==> config.mk <==
export PLATFORM = sky130hd
export DESIGN_NAME = pwm_decoder_flat
export DESIGN_NICKNAME = d
export VERILOG_FILES = /design/src/rtl/pwm_decoder_if.sv /design/src/rtl/pwm_decoder.sv /design/src/flat_wrapper.sv
export SDC_FILE = /design/constraint.sdc
export NUM_CORES = 1
export LEC_CHECK = 0
export ABC_AREA = 1
export BUFFER_PORTS_ARGS = -buffer_cell sky130_fd_sc_hd__buf_2
export CORE_UTILIZATION = 30
export CTS_CLUSTER_SIZE = 16
export DETAILED_ROUTE_END_ITERATION = 10
export PLACE_DENSITY = 0.47
export SYNTH_ARGS = -nofsm -noshare
export SYNTH_HDL_FRONTEND = slang
export SYNTH_SLANG_ARGS = --single-unit
==> constraint.sdc <==
create_clock -name clk -period 4.2 [get_ports clk]
set_clock_uncertainty 0.2 [all_clocks]
set_input_delay 0 -clock clk [delete_from_list [all_inputs] [get_ports clk]]
set_output_delay 0 -clock clk [all_outputs]
set_load 0.005 [all_outputs]
==> src/rtl/pwm_decoder_if.sv <==
`default_nettype none
// ============================================================================
// Module   : pwm_decoder_if
// Purpose  : Bundles the PWM input and the duty/period measurement outputs
//            of pwm_decoder into one connection.
// Signals  : pwm_in     - raw asynchronous PWM waveform
//            duty_cycle - last measured duty, 0..100 percent
//            period     - last measured period in clk cycles, 0 after timeout
//            valid      - one-cycle pulse when duty_cycle/period update
//            overrun    - one-cycle pulse when a period is dropped
// Modports : master - source of pwm_in, consumer of measurements
//            slave  - the decoder itself
// Revision : 1.0 - initial release
// ============================================================================
interface pwm_decoder_if #(
  parameter int CNT_W = 16
);
  logic             pwm_in;
  logic [6:0]       duty_cycle;
  logic [CNT_W-1:0] period;
  logic             valid;
  logic             overrun;

  modport master (
    output pwm_in,
    input  duty_cycle,
    input  period,
    input  valid,
    input  overrun
  );

  modport slave (
    input  pwm_in,
    output duty_cycle,
    output period,
    output valid,
    output overrun
  );
endinterface
`default_nettype wire

==> src/rtl/pwm_decoder.sv <==
`default_nettype none
// ============================================================================
// Module   : pwm_decoder
// Purpose  : Measures period and high time of an asynchronous PWM input and
//            reports the duty cycle as floor(H*100/P), clamped to 100, using a
//            sequential restoring divider. A stuck input is reported through a
//            timeout that yields 0 % or 100 % with period 0.
// Ports    : clk   - system clock, all logic on posedge
//            clr_n - asynchronous active-low clear
//            bus   - pwm_decoder_if.slave (pwm_in in; duty_cycle, period,
//                    valid, overrun out)
// Revision : 1.0 - initial release
// ============================================================================
module pwm_decoder #(
  parameter int CNT_W = 16
) (
  input  logic         clk,
  input  logic         clr_n,
  pwm_decoder_if.slave bus
);

  localparam int               NW        = CNT_W + 7;       // dividend width
  localparam int               SW        = $clog2(NW + 1);  // step counter width
  localparam logic [CNT_W-1:0] CNT_MAX   = '1;
  localparam logic [SW-1:0]    LAST_STEP = SW'(NW - 1);

  typedef enum logic [1:0] {
    IDLE    = 2'd0,
    MEASURE = 2'd1,
    DIVIDE  = 2'd2
  } state_t;

  state_t           state;
  logic             s1, s2, s3;
  logic [CNT_W-1:0] pcnt, hcnt;
  logic [NW-1:0]    dividend;   // shifts out dividend bits, shifts in quotient
  logic [CNT_W-1:0] rem;
  logic [CNT_W-1:0] divisor;
  logic [SW-1:0]    step;
  logic [6:0]       duty_cycle;
  logic [CNT_W-1:0] period;
  logic             valid, overrun;

  logic             rise, timeout, fits;
  logic [CNT_W:0]   rem_sh;
  logic [CNT_W-1:0] rem_nx;
  logic [NW-1:0]    quo_nx;
  logic [6:0]       duty_sat;

  // A falling edge needs no explicit detector: hcnt simply stops counting
  // while s2 is low, so an unreferenced fall has no effect.
  assign rise    = s2 & ~s3;
  assign timeout = (state != DIVIDE) && (pcnt == CNT_MAX) && !rise;

  always_ff @(posedge clk or negedge clr_n) begin
    if (!clr_n) begin
      s1 <= 1'b0;
      s2 <= 1'b0;
      s3 <= 1'b0;
    end else begin
      s1 <= bus.pwm_in;
      s2 <= s1;
      s3 <= s2;
    end
  end

  // Both counters restart at 1 on a rise so that, at the next rise, pcnt is
  // the rise-to-rise distance and hcnt includes the rise cycle itself.
  always_ff @(posedge clk or negedge clr_n) begin
    if (!clr_n) begin
      pcnt <= '0;
      hcnt <= '0;
    end else begin
      if (rise)
        pcnt <= CNT_W'(1);
      else if (timeout)
        pcnt <= '0;
      else if (pcnt != CNT_MAX)
        pcnt <= pcnt + CNT_W'(1);

      if (rise)
        hcnt <= CNT_W'(1);
      else if (s2 && (hcnt != CNT_MAX))
        hcnt <= hcnt + CNT_W'(1);
    end
  end

  // One restoring-division step. The remainder always stays below the
  // divisor, so the subtraction result fits in CNT_W bits whenever it is kept.
  always_comb begin
    rem_sh   = {rem, dividend[NW-1]};
    fits     = (rem_sh >= {1'b0, divisor});
    rem_nx   = fits ? (rem_sh[CNT_W-1:0] - divisor) : rem_sh[CNT_W-1:0];
    quo_nx   = {dividend[NW-2:0], fits};
    duty_sat = (quo_nx > NW'(100)) ? 7'd100 : quo_nx[6:0];
  end

  always_ff @(posedge clk or negedge clr_n) begin
    if (!clr_n) begin
      state      <= IDLE;
      dividend   <= '0;
      rem        <= '0;
      divisor    <= '0;
      step       <= '0;
      duty_cycle <= '0;
      period     <= '0;
      valid      <= 1'b0;
      overrun    <= 1'b0;
    end else begin
      valid   <= 1'b0;
      overrun <= 1'b0;
      case (state)
        IDLE, MEASURE: begin
          if (rise) begin
            if (state == MEASURE) begin
              dividend <= NW'(hcnt) * NW'(100);
              divisor  <= pcnt;
              rem      <= '0;
              step     <= '0;
              state    <= DIVIDE;
            end else begin
              state    <= MEASURE;
            end
          end else if (timeout) begin
            duty_cycle <= s2 ? 7'd100 : 7'd0;
            period     <= '0;
            valid      <= 1'b1;
            state      <= IDLE;
          end
        end
        DIVIDE: begin
          if (rise) begin
            // New period arrived before the result: drop it and restart.
            overrun  <= 1'b1;
            dividend <= NW'(hcnt) * NW'(100);
            divisor  <= pcnt;
            rem      <= '0;
            step     <= '0;
          end else begin
            dividend <= quo_nx;
            rem      <= rem_nx;
            if (step == LAST_STEP) begin
              duty_cycle <= duty_sat;
              period     <= divisor;
              valid      <= 1'b1;
              state      <= MEASURE;
            end else begin
              step <= step + SW'(1);
            end
          end
        end
        default: state <= IDLE;
      endcase
    end
  end

  assign bus.duty_cycle = duty_cycle;
  assign bus.period     = period;
  assign bus.valid      = valid;
  assign bus.overrun    = overrun;

endmodule
`default_nettype wire

==> src/flat_wrapper.sv <==
// flat-port wrapper written by rule: the top's interface ports become plain ports
module pwm_decoder_flat 
#(
  parameter int CNT_W = 16
)
  (clk, clr_n, bus_pwm_in, bus_duty_cycle, bus_period, bus_valid, bus_overrun);
  pwm_decoder_if #(.CNT_W(CNT_W)) bus_i ();
  input  logic clk;
  input  logic clr_n;
  input wire logic [$bits(bus_i.pwm_in)-1:0] bus_pwm_in;
  output wire logic [$bits(bus_i.duty_cycle)-1:0] bus_duty_cycle;
  output wire logic [$bits(bus_i.period)-1:0] bus_period;
  output wire logic [$bits(bus_i.valid)-1:0] bus_valid;
  output wire logic [$bits(bus_i.overrun)-1:0] bus_overrun;
  assign bus_i.pwm_in = bus_pwm_in;
  assign bus_duty_cycle = bus_i.duty_cycle;
  assign bus_period = bus_i.period;
  assign bus_valid = bus_i.valid;
  assign bus_overrun = bus_i.overrun;
  pwm_decoder #(.CNT_W(CNT_W)) u_core (.clk(clk), .clr_n(clr_n), .bus(bus_i));
endmodule
==> impl_results.md <==
- Max Fclk: 308 MHz
- Hold Crit Class: input pin to async pin
- Synth cell types: 46
- Top cell type's share of synthesized area: 0.360
- I/O Pins: 28
- Clk sinks: 122
- Final Max Slew Viols: 0
- Minimum hold slack: -11.5 ps
- CTS resizes: 0
- Per-cell routed wire length: 14.4 um
- Status: finished, violations left
- CTS max path bufs: 2
- Drt pass-1 iters: 5
- CP Launch Type: flop
- Commonest non-fill, non-tap cells in the layout: 253 x nand2_1, 182 x inv_1, 122 x dfrtp_1, 88 x nand3_1, 76 x ha_1
- Final WL: 21900 um
- Dpl cells: 1485
- CTS Root Cell: clkbuf_16
- Setup violators final: 0
- Gate Count Post-Synth: 1099
- Later-pin clock latency in the skew report: 430 ps
- Die area: 28900 um^2
- DR DRC count: 0
- Failing checks: negative hold slack
- Share of cells above drive strength 1: 0.0929
- Area leader, netlist: dfrtp_1
- Synthesized Nets: 1190
- R2r endpoint: u_core.dividend[20]
- RR Startpoint: u_core.hcnt[4]
- Die X-Extent: 170 um
- P_leak: 4.93 nW
- Initial detailed-routing violation count: 396
- Max_cap viols: 0
- Worst Setup End Kind: flop
- Fin crit share: 0.773
- Non-Filler Instances: 1519
- CP Max Fanout: 5
- Post-synthesis area per instance: 7.71 um^2
- Number of H-tree levels: 4
- Reg2reg path depth: 14
- Clk slew on worst S/H paths: 60 ps
- Peak supply drop: 0.249 mV
- Most common cell after layout, fill and taps aside: nand2_1
- Input/output buffers: 27
- GRT Util Overall: 0.164
- RSZ-0062 raised after global routing: no
- CTS tree: built
- Post-detail-place hpwl: 16400 um
- Synthesized flop and latch total: 122
- Routability cong.: 0.846
- Routed Antenna Nets: 0
- Sequential area share after synthesis: 0.360
- Fin crit period: 3250 ps
- Relative slew slack: 0.486
- Setup TNS: 0 ps
- Largest net degree at the start of global routing: 83
- Nets: 1219
- N_diodes: 0
- Routed vias: 7149
- Cell Area, Synth: 8470 um^2
- Cell Rows: 61
- Initial Util: 0.305
- Vias per Instance: 4.71
- P&R area growth vs syn: 12.6%
- Core footprint: 27800 um^2
- Final hold viol count: 5
- Worst-Margin Slew: 771 ps
- Die H: 170 um
- Critical path launch point: u_core.hcnt[4]
- Synth top area cells: dfrtp_1 36%, ha_1 11%, nand2_1 11%, inv_1 8.1%, nand3_1 5.2%
- First-pass GRT wire length: 37100 um
- CP arrival: 3350 ps
- Cts bufs inserted: 17
- Setup slack, reg-to-reg: 950 ps
- Initial antenna violation count: 0
- Vias in the first global route: 7198
- Syn. warnings: 0
- CP Class: flop to flop
- Critical Path RT: 4310 ps
- PwrDens: 438 nW/um^2
- Grt total ovfl: 0
flip-flops by register name (all words and copies together), names as in the netlist, 2 cells and up:
register,cells
u_core.dividend,23
u_core.bus.period,16
u_core.divisor,16
u_core.hcnt,16
u_core.pcnt,16
u_core.rem,16
u_core.bus.duty_cycle,7
u_core.step,5
u_core.state,2
report_power, final:
group | total [W] | switching (W) | internal, W | leakage (nW)
Clock | 0.00135 | 0.000566 | 0.000781 | 0.259
Combinational | 0.00141 | 0.000959 | 0.000447 | 3.02
Sequential | 0.00142 | 0.000103 | 0.00132 | 1.65
logic make-up after synthesis:
group	after synthesis	synth area share
AOI/OAI and AO/OA	186	0.128
DFF	122	0.360
adders and majority gates	88	0.141
and+or+nand+nor	465	0.247
xor gates and xnor gates	23	0.0238
buffers and inverters	215	0.101
worst max-delay path by stage:
stage / slack (ps) / to / cells after the start
2_1_floorplan: 1180 / u_core.dividend[20] / 14
3_3_place_gp: 990 / u_core.dividend[20] / 14
3_5_place_dp: 980 / u_core.dividend[20] / 14
4_1_cts: 950 / u_core.dividend[20] / 14
5_1_grt: 630 / u_core.dividend[17] / 16
6_report: 950 / u_core.dividend[20] / 14
per-layer routing:
metal  wire (um)  vias to the layer above  track usage
li1            -                     3644            -
met1       10700                     3393        0.216
met2       10300                       94        0.271
met3         578                       18       0.0335
met4         302                        0       0.0466
met5           0                        -            0
synthesized netlist by cell type (all sizes together):
library cell  count
nand2           257
inv             191
dfrtp           122
nand3            93
o21ai            93
ha               76
nor2             64
a21oi            51
xor2             18
nor3             17
buf              16
nand4            16
o31ai            13
fa               12
a22oi             9
o221ai            8
or2               8
clkbuf            7
nand3b            5
xnor2             5
o22ai             4
a21o              2
and2              2
nor4              2
o21a              2
a31oi             1
clkinv            1
nor3b             1
o2111ai           1
o211ai            1
o21bai            1
metrics by stage:
stage                      util  instance area (um^2)  total power, W  setup slack, ps  hold slack [ps]
after floorplan               -                  8470         0.00250             1180             -496
after global placement    0.323                  8980         0.00287              991            -88.2
after detailed placement  0.323                  8980         0.00287              975            -90.3
after CTS                 0.343                  9540         0.00424              954            0.183
after global routing      0.343                  9540         0.00450              627             11.2
final                     0.343                  9540         0.00418              953            -11.5
final cells by class:
cell class              instances  area [um^2]
repair buffers                 33          191
clock buffers                  21          460
clock inverters                11         73.8
multi-input cells             762         4560
inverters                     192          722
flip-flops and latches        122         3050
fillers                      3050        18200
well taps                     378          473
what timing repair did:
action,in CTS,in global routing
hold buffers,2,0
hold endpoints to repair,82,0
setup buffers,0,0
worst max-delay path, cell delays in order, from the launching register on:
cell,delay (ps)
dfrtp_1,450
ha_1,320
ha_1,280
inv_1,50
fa_1,490
inv_1,40
ha_1,330
nand2_1,70
o21ai_1,280
a21oi_1,150
or2_1,250
nand2_1,60
nand2_1,50
nand3_1,70
nand2_1,50
(Power assumes the default switching activity.)
